===== src/rtl/fetch_pkg.sv =====
// Shared types and constants for the instruction-fetch stage.
package fetch_pkg;

   typedef enum logic [1:0] {
      REQ   = 2'd0,
      WAIT  = 2'd1,
      HOLD  = 2'd2,
      DRAIN = 2'd3
   } fetch_state_e;

   localparam logic [31:0] PC_STEP     = 32'd4;
   localparam logic [31:0] BUBBLE_INST = 32'd0;

   typedef struct packed {
      logic [31:0] pc;
      logic [31:0] inst;
   } fetch_slot_t;

endpackage


===== src/rtl/fetch_unit.sv =====
// Instruction-fetch stage: owns the PC, issues single-outstanding imem requests and
// feeds the IF/ID register with instructions, holds on stall and bubbles on redirect.
module fetch_unit
   import fetch_pkg::*;
#(
   parameter logic [31:0] RESET_PC = 32'h0000_0000
) (
   input  logic        clk,
   input  logic        reset,
   input  logic        stall_i,
   input  logic        redirect_i,
   input  logic [31:0] redirect_pc_i,
   output logic        imem_req_o,
   output logic [31:0] imem_addr_o,
   input  logic        imem_gnt_i,
   input  logic        imem_rvalid_i,
   input  logic [31:0] imem_rdata_i,
   output logic [31:0] PC_o,
   output logic [31:0] inst_o,
   output logic        ifid_enable_o,
   output logic        ifid_flush_o
);

   fetch_state_e state_q, state_d;
   logic [31:0]  pc_q, pc_d;
   logic [31:0]  req_pc_q, req_pc_d;
   fetch_slot_t  hold_q, hold_d;

   logic         deliver;
   fetch_slot_t  cand;

   always_ff @(posedge clk or posedge reset) begin
      if (reset) begin
         state_q  <= REQ;
         pc_q     <= RESET_PC;
         req_pc_q <= '0;
         hold_q   <= '0;
      end else begin
         state_q  <= state_d;
         pc_q     <= pc_d;
         req_pc_q <= req_pc_d;
         hold_q   <= hold_d;
      end
   end

   always_comb begin
      state_d  = state_q;
      pc_d     = pc_q;
      req_pc_d = req_pc_q;
      hold_d   = hold_q;

      unique case (state_q)
         REQ: begin
            if (imem_gnt_i) begin
               req_pc_d = pc_q;
               pc_d     = pc_q + PC_STEP;
               // A fetch granted alongside a redirect is wrong-path and must be drained.
               state_d  = redirect_i ? DRAIN : WAIT;
            end
         end
         WAIT: begin
            if (imem_rvalid_i) begin
               if (!redirect_i && stall_i) begin
                  hold_d  = '{pc: req_pc_q, inst: imem_rdata_i};
                  state_d = HOLD;
               end else begin
                  state_d = REQ;
               end
            end else if (redirect_i) begin
               state_d = DRAIN;
            end
         end
         HOLD: begin
            if (redirect_i) begin
               hold_d  = '0;
               state_d = REQ;
            end else if (!stall_i) begin
               state_d = REQ;
            end
         end
         DRAIN: begin
            // The outstanding response is discarded even if a new redirect arrives with it.
            if (imem_rvalid_i) state_d = REQ;
         end
         default: state_d = REQ;
      endcase

      if (redirect_i) pc_d = redirect_pc_i & ~32'd3;
   end

   always_comb begin
      cand = '{pc: BUBBLE_INST, inst: BUBBLE_INST};
      deliver = 1'b0;
      if (state_q == HOLD) begin
         cand    = hold_q;
         deliver = !redirect_i && !stall_i;
      end else if (state_q == WAIT && imem_rvalid_i) begin
         cand    = '{pc: req_pc_q, inst: imem_rdata_i};
         deliver = !redirect_i && !stall_i;
      end
   end

   always_comb begin
      imem_req_o  = (state_q == REQ);
      imem_addr_o = pc_q;
      if (deliver) begin
         PC_o          = cand.pc;
         inst_o        = cand.inst;
         ifid_enable_o = 1'b1;
         ifid_flush_o  = 1'b0;
      end else begin
         // No instruction this cycle: write a bubble unless the stall must freeze IF/ID.
         PC_o          = BUBBLE_INST;
         inst_o        = BUBBLE_INST;
         ifid_enable_o = redirect_i | ~stall_i;
         ifid_flush_o  = redirect_i | ~stall_i;
      end
   end

endmodule


===== config.mk =====
export PLATFORM = sky130hd
export DESIGN_NAME = fetch_unit
export DESIGN_NICKNAME = d
export VERILOG_FILES = /design/src/rtl/fetch_pkg.sv /design/src/rtl/fetch_unit.sv
export SDC_FILE = /design/constraint.sdc
export NUM_CORES = 1
export LEC_CHECK = 0
export BUFFER_PORTS_ARGS = -buffer_cell sky130_fd_sc_hd__buf_4
export CORE_UTILIZATION = 55
export CTS_CLUSTER_DIAMETER = 150
export DETAILED_ROUTE_END_ITERATION = 8
export PLACE_DENSITY = 0.88
export SYNTH_ARGS = -nofsm -noshare
export SYNTH_HDL_FRONTEND = slang
export SYNTH_SLANG_ARGS = --single-unit

===== constraint.sdc =====
create_clock -name clk -period 8.2 [get_ports clk]
set_clock_uncertainty 0.2 [all_clocks]
set_input_delay 1.23 -clock clk [delete_from_list [all_inputs] [get_ports clk]]
set_output_delay 1.23 -clock clk [all_outputs]
set_load 0.005 [all_outputs]

Yosys cells after proc, flatten, opt, wreduce, memory -nomap -nowiden
Index checks and enable logic that the tools add are counted.
{"block": "word_totals", "register_bits": 130, "out_inout_bits": 99, "input_bits": 70}
{"block": "op_classes", "n_addsub": 1, "mux": 24, "bitwise_logic": 2, "n_eq_ne": 10, "reduce_logical": 13}
{"operator": "2-to-1 mux 64 bit", "n": 5}
{"operator": "2-to-1 mux 32 bit", "n": 5}
{"operator": "one-hot mux 64 bit (2 select lines)", "n": 1}
{"operator": "adder 32 x 3 -> 32 bit, second input constant", "n": 1}
{"operator": "2-to-1 mux 2 bit", "n": 8}
{"operator": "!= test 2 bit, second input constant", "n": 4}
{"operator": "one-hot mux 2 bit (4 select lines)", "n": 1}
{"operator": "AND reduction 4 bit", "n": 2}
{"operator": "!= test 3 bit, second input constant", "n": 2}
{"operator": "nonzero test 2 bit", "n": 3}
{"operator": "equality test 2 bit, second input constant", "n": 2}
{"operator": "2-to-1 mux 1 bit", "n": 4}
{"operator": "AND reduction 2 bit", "n": 2}
{"operator": "logical AND 1 bit", "n": 3}
{"operator": "equality test 2 x 1 -> 1 bit, second input constant", "n": 1}
{"operator": "zero test 1 bit", "n": 2}
{"operator": "zero test 2 bit", "n": 1}
{"operator": "!= test 2 x 1 -> 1 bit, second input constant", "n": 1}
{"operator": "inverter 1 bit", "n": 1}
{"operator": "OR 1 bit", "n": 1}

Depth between registers and ports, before layout
{"block": "depth", "ltp_word": 5, "depth_mapped": 7}

Worst setup path after synthesis
Ideal clock, no wire load.
{"block": "synth_path", "kind": "input to output", "startpoint": "input imem_rvalid_i", "endpoint": "output PC_o[11]", "setup_slack_ns": 4.427, "cell_stages": 6, "arrival_time_ns": 2.343, "path_buffers": 3, "required_ns": 6.770, "path_cell_list": "and3b_1 clkbuf_1 clkbuf_1 buf_1 a22oi_1 nor2_1"}
{"block": "synth_via", "elab_chain_len": 4, "word_cells_on_any_way": 6}
{"element": "from (decl)", "line_no": "fetch_unit.sv:16", "text": "input logic imem_rvalid_i,"}
{"element": "logical AND 1 bit *", "line_no": "fetch_unit.sv:97", "text": "end else if (state_q == WAIT && imem_rvalid_i) begin"}
{"element": "2-to-1 mux 64 bit / 2-to-1 mux 1 bit (equally long branches)", "line_no": "fetch_unit.sv:97"}
{"element": "2-to-1 mux 64 bit / 2-to-1 mux 1 bit (equally long branches)", "line_no": "fetch_unit.sv:94", "text": "if (state_q == HOLD) begin"}
{"element": "2-to-1 mux 32 bit *", "line_no": "fetch_unit.sv:106", "text": "if (deliver) begin"}
{"element": "to (decl)", "line_no": "fetch_unit.sv:18", "text": "output logic [31:0] PC_o,"}
Mark *: on every way between the ends. The rest lies on a longest branch, timed or not.

Worst setup path in the final report
{"block": "layout_path", "startpoint": "input imem_rvalid_i", "endpoint": "output inst_o[11]"}
{"block": "layout_via", "elab_chain_len": 4, "word_cells_on_any_way": 6}
{"element": "logical AND 1 bit *", "line_no": "fetch_unit.sv:97"}
{"element": "2-to-1 mux 64 bit / 2-to-1 mux 1 bit (equally long branches)", "line_no": "fetch_unit.sv:97"}
{"element": "2-to-1 mux 64 bit / 2-to-1 mux 1 bit (equally long branches)", "line_no": "fetch_unit.sv:94"}
{"element": "2-to-1 mux 32 bit *", "line_no": "fetch_unit.sv:106"}
{"element": "to (decl)", "line_no": "fetch_unit.sv:19", "text": "output logic [31:0] inst_o,"}
Marked as above.

==> metrics <==
status finished, final reports clean; Reg2Reg Depth 7; Cell Count, Final, Fillers Out between 900 and 1000; Largest stage delay, worst path 670 ps; crit share post-route 61.1%; WL met3 1.35 mm; Critical Path, Cell by Cell buf_4 > and3b_2 > buf_4 > o21ai_4 > buf_4 > nor2_1 > buf_4; htree depth 4; post-synthesis xor/xnor area fraction ~1.6%; CTS buffer count 17; largest fanout on the critical path 68; instance count on the critical path 7; area share of fa/ha/maj cells after synthesis 0.206%; library cells used by synthesis 46; hold path cells 1; fin area 0.00792 sq mm; Top Layer Used met4; #FFs+latches synth 125; nets 839; vias in the first global route 5170; clock sinks 125; Chip Width around 110 microns; Tmin final between 5000 and 6000 ps; cell row count 37; CP startpoint kind primary input; Iter 0 DRT Violations 659; Synth Warn # 0; worst skew pair latency 520 ps; Slowest-stage cell, CP buf_4; final core occ about three quarters; RSZ-0062 raised after global routing false; cell count after synthesis 636; Post-DP Area between 0.007 and 0.008 sq mm; metal2 WL 7.65 mm; cell family with most CP delay buffers and inverters; Compound-Gate Fraction of Synth Area 22.9%; mux contribution to synthesized area 0.165%; M1 wire length 6.98 mm; largest family of logic cells by synthesized area compound AO/OA/AOI/OAI gates; crit-path most repeated cell buf_4; Routed WL around 16 mm; grt total ovfl 0; dpl cells between 800 and 900; n_diodes 0; gpl congestion 0.859; routed vias/inst around 6.2; simple-gate area share of the yosys netlist 19.0%; CP Buf/Inv Count 4; drt wl/cell roughly 18 microns; DR pass1 iterations 8; clock buffer depth 2; relative slew slack 18.2%; DRC 0; global-route wire length before repair 25.9 mm; Root Driver clkbuf_8; Post-CTS Setup Inserts 0; Port Buf Inserts approximately 160; Area Growth Syn to Fin 30.4%; Worst Path Class, Setup in -> out; Critical Path End Type primary output; clock slew at reported path FFs 60 ps; Leakage 3.59 nW; antenna-violating nets left 0; Initial Util 57.8%; Hold Crit Class reg -> reg; Post-synth top flop dfrtp_1; Syn Std Cell Area 0.00607 sq mm; FILL cells between 600 and 700; crit path DAT 3580 ps; CTS tree yes; Core Area 0.0105 sq mm; max-cap viol count 0; Ports 169; largest net degree at the start of global routing 77; ys async rst share between 90% and 100%; peak supply drop 0.162 mV; number of synthesized flops with an enable pin 0; reg2reg setup slack 4500 ps; worst path required time 6770 ps; share of layout cells above drive strength 1 27.1%; hold buffers post-CTS 0; Fmax roughly 200 MHz; die area 0.0115 sq mm; Pins Over Slew Limit 0; Sum Neg Setup Slack 0 ps; initial antenna violation count 0; final hold viol count 0; number of gates resized after cts 0; syn avg cell area 9.55 sq um; Tightest Pin Transition 1230 ps; total power approximately 0.0024 W; sequential share of the synthesized area 51.5%; hpwl dp roughly 10 mm; Tot GR Track Use 28.9%; via count 5658; Power Density 302 mW/mm^2; final setup violation count 0; DIE HEIGHT 107 microns
placed cells by master (no fill, tap or decap), drive strengths merged, types with 2 or more instances in the layout:
master   netlist  routed
a21oi          2       2
a22o          30      30
a22oi         63      63
a31oi         14      14
a32o          32      32
and2           3       3
and3           3       3
and4           3       3
buf           19     171
bufinv         0       3
clkbuf        40      24
clkinv         0       4
conb           1       2
dfrtp        125     125
inv            7       7
nand2        105     105
nand2b         2       2
nand3         11      11
nand4          8       8
nand4bb        2       2
nor2          82      82
nor2b          3       3
nor3           3       3
nor4           6       6
o21ai         24      24
o31a           2       2
o31ai          9       9
or3            4       4
or4           11      11
xnor2          8       8
xor2           3       3
cell usage after synthesis, drive strengths merged (6+ instances only):
cell type    n  area share (%)
a22o        30             4.3
a22oi       63             7.8
a31oi       14             1.4
a32o        32             5.3
buf         19             1.6
clkbuf      40             2.5
dfrtp      125              52
inv          7            0.43
nand2      105             6.5
nand3       11             1.1
nand4        8            0.82
nor2        82             5.1
nor4         6            0.62
o21ai       24             2.0
o31ai        9             1.1
or4         11             1.4
xnor2        8             1.2
worst paths after layout:
| check | start | to |
|---|---|---|
| max reg2reg | state_q[0] | hold_q[16] |
| min reg2reg | hold_q[33] | hold_q[33] |
| max in group asynchronous | reset | imem_addr_o[21] |
| min in group asynchronous | reset | hold_q[5] |
| max | imem_rvalid_i | inst_o[11] |
| min | hold_q[33] | hold_q[33] |
where the power goes:
group / internal [W] / leakage [nW] / total, W / switching, W
logic: 0.000273 / 1.70 / 0.000617 / 0.000344
registers: 0.000843 / 1.60 / 0.00103 / 0.000183
clock network: 0.000492 / 0.295 / 0.000747 / 0.000255
sequential cells by signal, summed over array words and instances (netlist names):
| signal | cells |
|---|---|
| req_pc_q | 30 |
| imem_addr_o | 30 |
| hold_q | 63 |
| state_q | 2 |
metal layers:
metal	GRT usage, %	vias up
met5	0	-
met1	41.0	2736
met4	9.00	0
met2	44.6	308
met3	6.20	16
li1	-	2598
cell families (layout without fill, tap and decap cells):
kind of cell               count (synthesis)  count (layout)
and+or+nand+nor                          251             251
AOI/OAI and AO/OA                        180             180
DFF                                      125             125
buffers and inverters                     66             209
xor gates and xnor gates                  11              11
adders and majority gates                  1               1
other                                      1               2
muxes                                      1               1
per-stage QoR:
step	hold slack [ps]	setup WS (ps)
after floorplan	244	3440
after global placement	263	3320
after detailed placement	281	3240
after CTS	293	3220
after global routing	305	3060
final	287	3190
worst register-to-register path, stage by stage (launching register included):
cell     delay [ps]
dfrtp_1         570
and3b_2         660
buf_4           680
nor2b_2         290
buf_4           350
a21oi_4         220
buf_4           360
a32o_1          260
cell type report:
class | instances | area [sq um] | area share (%)
tap | 136 | 170 | 2.15
timing repair buffer | 171 | 1280 | 16.2
clock buffer | 24 | 480 | 6.07
inverter | 7 | 28.8 | 0.364
sequential | 125 | 3130 | 39.5
multi-input combinational | 446 | 2720 | 34.3
clock inverter | 7 | 110 | 1.39
(Power assumes the default switching activity.)
